**src/rtl/barret_157_rr_sched.sv**
```systemverilog
// barret_157_rr_sched
//   Round-robin scheduler sharing one external combinational mod-157 Barrett
//   reducer among NUM_REQ requesters. An operand stage drives the reducer and
//   a result stage captures its residue together with the issuing requester id.
//
// Ports
//   clk, rst_n   clock, synchronous active-low reset
//   req_valid    per-requester operand valid
//   req_data     flattened operands, requester i at [i*IN_W +: IN_W]
//   req_ready    one-hot (or zero) grant
//   red_din_a    operand to the shared reducer
//   red_dout_r   combinational residue from the reducer
//   res_valid    result valid
//   res_ready    downstream accept
//   res_data     residue
//   res_id       requester that issued the result
//   err_range    sticky residue range error
//
// Optional feature
//   BARRET_157_RR_CHECK_EN  when defined, flags any loaded residue >= PRIME on
//                           err_range (sticky until reset); otherwise tied 0.

module barret_157_rr_sched #(
    parameter int unsigned NUM_REQ = 4,
    parameter int unsigned IN_W    = 15,
    parameter int unsigned OUT_W   = 8,
    parameter int unsigned PRIME   = 157,
    parameter int unsigned ID_W    = (NUM_REQ > 1) ? $clog2(NUM_REQ) : 1
) (
    input  logic                    clk,
    input  logic                    rst_n,
    input  logic [NUM_REQ-1:0]      req_valid,
    input  logic [NUM_REQ*IN_W-1:0] req_data,
    output logic [NUM_REQ-1:0]      req_ready,
    output logic [IN_W-1:0]         red_din_a,
    input  logic [OUT_W-1:0]        red_dout_r,
    output logic                    res_valid,
    input  logic                    res_ready,
    output logic [OUT_W-1:0]        res_data,
    output logic [ID_W-1:0]         res_id,
    output logic                    err_range
);

    if (PRIME < 2 || NUM_REQ < 1) begin : g_param_chk
        $error("barret_157_rr_sched: PRIME must be >= 2 and NUM_REQ >= 1");
    end

    // Operand stage
    logic            op_valid_q;
    logic [IN_W-1:0] op_data_q;
    logic [ID_W-1:0] op_id_q;

    // Result stage
    logic             res_valid_q;
    logic [OUT_W-1:0] res_data_q;
    logic [ID_W-1:0]  res_id_q;

    // Index of the most recently granted requester
    logic [ID_W-1:0] rr_ptr_q;

    logic               res_adv;
    logic               op_adv;
    logic [NUM_REQ-1:0] gnt;
    logic [ID_W-1:0]    gnt_id;
    logic               xfer;
    logic [IN_W-1:0]    gnt_data;

    assign res_adv = !res_valid_q || res_ready;
    assign op_adv  = !op_valid_q || res_adv;

    if (NUM_REQ > 1) begin : g_multi
        logic [ID_W:0] idx_ext;
        logic          found;

        // Scan from rr_ptr+1 upward with wrap; first requesting index wins.
        always_comb begin
            gnt     = '0;
            gnt_id  = '0;
            found   = 1'b0;
            idx_ext = '0;
            for (int unsigned k = 1; k <= NUM_REQ; k++) begin
                idx_ext = {1'b0, rr_ptr_q} + (ID_W + 1)'(k);
                if (idx_ext >= (ID_W + 1)'(NUM_REQ)) begin
                    idx_ext = idx_ext - (ID_W + 1)'(NUM_REQ);
                end
                if (!found && req_valid[idx_ext[ID_W-1:0]]) begin
                    found  = 1'b1;
                    gnt_id = idx_ext[ID_W-1:0];
                end
            end
            if (found && op_adv && rst_n) begin
                gnt[gnt_id] = 1'b1;
            end
        end
    end else begin : g_single
        // A lone requester is offered the slot whenever the operand stage can move.
        always_comb begin
            gnt    = '0;
            gnt_id = '0;
            gnt[0] = op_adv && rst_n;
        end
    end

    assign req_ready = gnt;
    assign xfer      = |(req_valid & gnt);
    assign gnt_data  = req_data[gnt_id*IN_W +: IN_W];

    always_ff @(posedge clk) begin
        if (!rst_n) begin
            op_valid_q  <= 1'b0;
            op_data_q   <= '0;
            op_id_q     <= '0;
            res_valid_q <= 1'b0;
            res_data_q  <= '0;
            res_id_q    <= '0;
            rr_ptr_q    <= ID_W'(NUM_REQ - 1);
        end else begin
            if (res_adv) begin
                res_valid_q <= op_valid_q;
                if (op_valid_q) begin
                    res_data_q <= red_dout_r;
                    res_id_q   <= op_id_q;
                end
            end
            if (op_adv) begin
                op_valid_q <= xfer;
                if (xfer) begin
                    op_data_q <= gnt_data;
                    op_id_q   <= gnt_id;
                    rr_ptr_q  <= gnt_id;
                end
            end
        end
    end

`ifdef BARRET_157_RR_CHECK_EN
    logic err_range_q;

    always_ff @(posedge clk) begin
        if (!rst_n) begin
            err_range_q <= 1'b0;
        end else if (res_adv && op_valid_q && (red_dout_r >= OUT_W'(PRIME))) begin
            err_range_q <= 1'b1;
        end
    end

    assign err_range = err_range_q;
`else
    assign err_range = 1'b0;
`endif

    assign red_din_a = op_data_q;
    assign res_valid = res_valid_q;
    assign res_data  = res_data_q;
    assign res_id    = res_id_q;

endmodule
```
**config.mk**
```make
export PLATFORM = sky130hd
export DESIGN_NAME = barret_157_rr_sched
export DESIGN_NICKNAME = d
export VERILOG_FILES = /design/src/rtl/barret_157_rr_sched.sv
export SDC_FILE = /design/constraint.sdc
export NUM_CORES = 1
export LEC_CHECK = 0
export CAP_MARGIN = 20
export CORE_ASPECT_RATIO = 1.5
export CORE_MARGIN = 3
export CORE_UTILIZATION = 35
export CTS_BUF_LIST = sky130_fd_sc_hd__clkbuf_4
export CTS_CLUSTER_DIAMETER = 80
export CTS_CLUSTER_SIZE = 20
export DETAILED_ROUTE_END_ITERATION = 16
export PLACE_DENSITY = 0.76
export SYNTH_ARGS = -nofsm -noshare
export SYNTH_HDL_FRONTEND = slang
export SYNTH_SLANG_ARGS = --single-unit
```
**constraint.sdc**
```tcl
create_clock -name clk -period 2.2 [get_ports clk]
set_clock_uncertainty 0.05 [all_clocks]
set_input_delay 0.33 -clock clk [delete_from_list [all_inputs] [get_ports clk]]
set_output_delay 0.33 -clock clk [all_outputs]
set_load 0.02 [all_outputs]
```
After elaboration in Yosys (flattened, before gate mapping)
Index checks and enable logic that the tools add are counted.

cells by class
  add/subtract/negate cells = 8
  $mul = 1
  order comparisons = 10
  shifts and indexed selects = 1
  muxes and demuxes = 23
  bitwise operators = 1
  reduce and logical (&&, ||, !) cells = 16

operator list
  kind                 count
  $shiftx 60x7->15     1
  $mux 2               8
  $lt 2x3->1 const B   5
  $ge 3x3->1 const B   4
  $mux 1               9
  $bmux 1 s2           4
  $sub 2x1->2 const B  4
  $add 2x2->3 const B  2
  $logic_and 1x1->1    6
  $mul 2x4->6 const B  1
  $logic_not 1->1      5
  $and 4x4->4          1
  $mux 4               1
  $reduce_and 2->1     2
  $reduce_or 4->1      1
  $add 2x1->3 const B  1
  $add 2x3->3 const B  1
  $demux 1 s2          1
  $ge 2x1->1 const B   1
  $logic_or 1x1->1     2

storage, ports and cells
  bits in registers = 31
  word-level logic and storage cells = 67

Longest topological paths before layout
Gate-level depths: netlist (run 1).

  word-level depth = 23
  gate-level depth with buffers = 8
  gate-level depth less buffers = 5

Worst setup path before layout (run 1)
No wires, ideal clock.

  path kind = input to output
  start = input req_valid[1]
  end = output req_ready[3]
  data arrival time = 1.382 ns
  setup slack = 0.438 ns
  stages on the path = 7
  path buffers = 3
  path through = buf_2 nand2b_1 a221oi_1 nor2b_1 buf_2 buf_2 and2_1

on the way
  longest elaborated chain between the ends = 17
  elaborated cells on any way between the ends = 30
  classes of those cells = order compare (2); mux (19); reduce/logical (9)

ends and longest elaborated chain
  element                                                                line  source
  start: declaration                                                     32    input logic [NUM_REQ-1:0] req_valid,
  $bmux 1 s2                                                             86    if (!found && req_valid[idx_ext[ID_W-1:0]]) begin
  $mux 1 (not written as such)                                           86
  $mux 1                                                                 86
  $logic_not 1->1                                                        86
  $logic_and 1x1->1                                                      86
  $mux 1                                                                 86
  $logic_not 1->1                                                        86
  $logic_and 1x1->1                                                      86
  $mux 1                                                                 86
  $logic_not 1->1                                                        86
  $logic_and 1x1->1                                                      86
  $mux 2                                                                 86
  $lt 2x3->1 (not written as such) / $ge 2x1->1 (equally long branches)  92    gnt[gnt_id] = 1'b1;
  $logic_and 1x1->1 (not written as such)                                92
  $mux 1 (not written as such)                                           92
  $demux 1 s2                                                            92
  $mux 4 *                                                               91    if (found && op_adv && rst_n) begin
  end: declaration                                                       34    output logic [NUM_REQ-1:0] req_ready,

Mark *: on every way between the ends. The rest lies on a longest branch, timed or not. The select of a mux whose other input is x is not followed.

Worst setup path in the final report (run 1)
  start = input req_valid[0]
  end = output req_ready[0]

Same word-level chain as after synthesis.

==> out/results.tsv, run 1 <==
metric	value	unit
Final #Nets	359	
Filler cells	395	
post-synth top area share	0.396	
worst r2r dst	red_din_a[8]	
sequential cell area	621	sq um
Worst Hold Class	input port to register	
vias	1770	
worst hold slack	0.360	ns
Placement Cell Area	0.00265	sq mm
Placed Cells incl. Taps	322	
clk sinks	31	
Design Power	1.58	mW
most common cell after layout, fill and taps aside	clkdlybuf4s50_1	
Pwr Density	575	mW/mm^2
CP endpoint kind	primary output	
Ant. Diodes	0	
CP Max Fanout	4	
Cell variety after synth	35	
fraction of layout cells with a size suffix above 1	0.123	
CTS root buffer	clkbuf_4	
area of the multi-input gates	832	sq um
Synth Register Bits	31	
# IOs	106	
Iter 0 DRT Violations	53	
final setup TNS	0	ns
endpoints failing hold	0	
final setup slack of the worst path	0.0851	ns
Leak Pwr	1.07	nW
worst r2r path cells	6	
CTS buffer count	5	
post-route cell area	0.00274	sq mm
RD Place Congestion	0.759	
drt pass-1 iters	5	
Clock transition at path regs	0.11	ns
setup slack, reg-to-reg	0.47	ns
vias per cell	5.35	
FP Rows	29	
startpoint types	input port	
vias in the first global route	1816	
Die H	87.9	microns
DRC	0	
first-pass GRT wire length	8090	microns
Max rail drop VDD	0.000352	V
Tmin final	2.11	ns
clk buf depth	2	
Setup Viol. Count Final	0	
GR Util met3	0.0413	
Initial Util	0.366	
max-slew violation count	0	
met1 Use GR	0.216	
DP HPWL	3850	microns
GR Layer Usage met2	0.354	
core area	0.00428	sq mm
Arr. time, crit path	1.73	ns
Port Buffers	104	
final core utilization	0.640	
worst slack, placed	-0.351	ns
CTS tree	built	
synthesized cell area	0.00157	sq mm
Max Cap Violations	0	
outcome	finished, final reports clean	
later-pin clock latency in the skew report	0.34	ns
Area Overhead vs Synth	74.9	%
worst reg2reg path startpoint	rr_ptr_q[1]	
fmax	473	MHz
Routed Wire Length	5040	microns
unrepaired setup endpoints after global routing	false	
H-tree Lvls	2	
Die Area	0.00533	sq mm
global routing's busiest layer	met2	
Critical Path End	req_ready[0]	
crit path kind	input port to primary output	
GR Overflow Total	0	
Non-Filler Instances	331	
crit path from	req_valid[0]	
largest net degree at the start of global routing	32	
Syn Nets	250	
register area share after synthesis	0.396	
Final period util	0.961	
Synth area leader	dfxtp_1	
largest cells by area after synthesis	dfxtp_1, a222oi_1, mux2i_1	
Critical Path RT	1.82	ns
average wire per standard cell	15.2	microns
Syn. warnings	0	
number of routed nets with antenna violations	0	
most frequent cells in the layout	clkdlybuf4s50_1, dfxtp_1, o21ai_0	
GR Util All Layers	0.197	
Post-Synthesis Cells	175	
initial antenna violation count	0	
Die Span X	60.6	microns
Avg Cell Area, Syn	8.95	sq um
==> worst min-delay path by stage <==
stage	depth (start not counted)	slack, ns	startpoint	end
floorplan	1	0.41	op_valid_q	res_valid
global placement	1	0.43	op_valid_q	res_valid
detailed placement	1	0.44	op_valid_q	res_valid
CTS	1	0.46	op_valid_q	res_valid
global route	3	0.41	req_valid[2]	op_valid_q
finish	3	0.36	req_valid[2]	op_valid_q
==> registers in the layout, indices dropped and copies added (netlist names) <==
signal and count:
op_id_q 2, op_valid_q 1, red_din_a 15, res_data 8, res_id 2, res_valid 1, rr_ptr_q 2
==> cell usage after synthesis, drive strengths merged <==
library cell	n
dfxtp	31
o21ai	22
nand2	18
a222oi	15
a31oi	15
buf	14
nor2b	12
mux2i	10
nor2	7
a21oi	4
and2	4
clkbuf	4
nand2b	3
inv	2
a211oi	1
a21boi	1
a221oi	1
a31o	1
and3b	1
conb	1
nor3	1
nor3b	1
nor4	1
o211a	1
o21a	1
o22ai	1
o311a	1
or2b	1
==> kinds of logic after synthesis <==
| group | synth area share |
|---|---|
| other | 0.00239 |
| and+or+nand+nor | 0.162 |
| AOI/OAI and AO/OA | 0.289 |
| buffers and inverters | 0.0863 |
| muxes | 0.0639 |
| DFF | 0.396 |
==> worst max-delay path, cell delays in order <==
cell and delay, ns:
clkdlybuf4s50_1 0.59, nand2_1 0.08, a211oi_1 0.30, a31o_4 0.14, and2_1 0.12, clkbuf_2 0.17
==> power breakdown <==
part           switching [mW]  internal (mW)
registers              0.0265          0.608
logic                   0.216          0.285
clock network           0.208          0.234
total                   0.451           1.13
==> timing repair <==
action,CTS,global route
hold buffers,0,0
endpoints found under the setup margin,4,4
pin swaps,1,0
buffers inserted,1,0
gates resized for setup,13,7
==> metal layers <==
layer,vias up,routed length (microns)
li1,871,-
met1,829,1870
met2,63,2790
met3,7,282
met4,0,92
met5,-,0
==> cell type report <==
class / count / area share
sequential: 31 / 0.226
inverter: 2 / 0.00274
multi-input combinational: 124 / 0.304
timing repair buffer: 120 / 0.418
clock inverter: 3 / 0.0142
tap: 46 / 0.0210
clock buffer: 5 / 0.0137
No activity file was read; power rests on OpenSTA's default activity.
==> run 2: changes to the inputs <==
Settings changed: RECOVER_POWER set to 25.
==> run 2 against run 1 <==
Power fell by 0.31%. Clock power barely moved. Sequential share of layout area barely moved. Combinational power barely moved. Sequential power barely moved. Wire length fell by 0.26%. Register-to-register slack barely moved. Sequential cell count did not move. Non-clock buffer count did not move. Core utilization fell by 0.088 points. Final cell count did not move. Fmax barely moved. Critical path type unchanged.
==> out/results.tsv, run 2 (synthesis gave the netlist of run 1 again) <==
metric	value	unit	change
worst r2r path cells	6		unchanged
Die Span X	60.6	microns	unchanged
largest net degree at the start of global routing	32		unchanged
H-tree Lvls	2		unchanged
max-slew violation count	0		unchanged
later-pin clock latency in the skew report	0.33	ns	about the same
GR Overflow Total	0		unchanged
slowest stage delay, CP	0.59	ns	about the same
# hold bufs at CTS	0		unchanged
Area Overhead vs Synth	74.7	%	
Routed Wire Length	5020	microns	-0.26%
clk sinks	31		unchanged
Pwr Density	574	mW/mm^2	-0.18%
fraction of layout cells with a size suffix above 1	0.119		-0.00351
CP Depth	6		unchanged
Die H	87.9	microns	unchanged
first-pass GRT wire length	8090	microns	unchanged
drt pass-1 iters	4		-1
CTS buffer count	5		unchanged
FP Rows	29		unchanged
fmax	473	MHz	about the same
Final #Nets	359		unchanged
Filler cells	397		+0.51%
most common cell after layout, fill and taps aside	clkdlybuf4s50_1		
Final period util	0.961		about the same
hold path depth	3		unchanged
Port Buffers	104		unchanged
Max Cap Violations	0		unchanged
Worst Max-Slew Pin Slew	1.08	ns	
vias	1767		-0.17%
DRC	0		unchanged
outcome	finished, final reports clean		
sequential cell area	621	sq um	unchanged
CTS root buffer	clkbuf_4		
Worst Hold Class	input port to register		
clk buf depth	2		unchanged
CP endpoint kind	primary output		
area of the multi-input gates	832	sq um	unchanged
Critical Path RT	1.82	ns	about the same
final core utilization	0.639		-0.000877
number of routed nets with antenna violations	0		unchanged
endpoints failing hold	0		unchanged
CTS tree	built		
initial antenna violation count	0		unchanged
CP max stage cell	clkdlybuf4s50_1		
Buf/Inv on CP	2		unchanged
crit path kind	input port to primary output		
Ant. Diodes	0		unchanged
# IOs	106		unchanged
Max rail drop VDD	0.000352	V	about the same
most frequent cells in the layout	clkdlybuf4s50_1, dfxtp_1, o21ai_0		
Iter 0 DRT Violations	52		-1.9%
DP HPWL	3850	microns	unchanged
CP Max Fanout	4		unchanged
startpoint types	input port		
Die Area	0.00533	sq mm	unchanged
core area	0.00428	sq mm	unchanged
relative slew slack	0.278		
GR Util All Layers	0.197		unchanged
final setup TNS	0	ns	unchanged
Arr. time, crit path	1.73	ns	about the same
unrepaired setup endpoints after global routing	false		
Leak Pwr	1.07	nW	+0.34%
vias per cell	5.34		-0.17%
Setup Viol. Count Final	0		unchanged
Clock transition at path regs	0.10	ns	about the same
Tmin final	2.11	ns	-0.00108 ns
Initial Util	0.366		unchanged
CP Cell Sequence	clkdlybuf4s50_1 -> nand2_1 -> a211oi_1 -> a31o_4 -> and2_1 -> clkbuf_2		
max reg flops	15		unchanged
average wire per standard cell	15.2	microns	-0.26%
vias in the first global route	1816		unchanged
CP top delay family	buffers and inverters		
RD Place Congestion	0.759		unchanged
[run 2: worst paths after layout]
kind           startpoint      endpoint  slack [ns]
min          req_valid[2]    op_valid_q        0.36
max reg2reg   rr_ptr_q[1]   rr_ptr_q[1]        0.46
min reg2reg    op_valid_q     res_valid        0.46
max          req_valid[0]  req_ready[0]        0.09
[run 2: repair_timing]
| action | CTS | global route |
|---|---|---|
| setup endpoints to repair | 4 | 4 |
| pin swaps | 1 | 0 |
| setup buffers | 1 | 0 |
| resized for setup | 13 | 7 |
[run 2: area by class of cell]
type | count | share of cell area
Multi-Input combinational cell | 124 | 0.304
Clock inverter | 3 | 0.0142
Inverter | 2 | 0.00274
Tap cell | 46 | 0.0210
Clock buffer | 5 | 0.0137
Sequential cell | 31 | 0.227
Timing Repair Buffer | 120 | 0.417
[run 2: metal layers]
layer / GRT usage / wire, microns / share of wire
met1: 0.216 / 1870 / 0.37
met2: 0.354 / 2780 / 0.55
met3: 0.0413 / 295 / 0.059
met4: 0.0848 / 75 / 0.015
met5: 0 / 0 / 0
[run 2: tightest hold or removal path, stage by stage]
cell and delay [ns]:
dlymetal6s2s_1 0.17, nor4_4 0.07, a21boi_0 0.14
[run 2: power breakdown]
part	internal (mW)	switching [mW]
Sequential	0.608	0.0263
Clock	0.234	0.206
Combinational	0.282	0.216
Total	1.12	0.448
[run 2: per-stage QoR]
step                setup WS [ns]  std cells  total power [mW]  hold WS (ns)  area [sq um]
finish                     0.0862        331              1.57         0.365          2740
CTS                      0.000289        331              1.59         0.461          2740
detailed placement         -0.351        322              1.15         0.436          2650
floorplan                   0.438        175             0.889         0.413          1570
global route               0.0259        331              1.65         0.414          2740
global placement           -0.312        322              1.14         0.432          2650
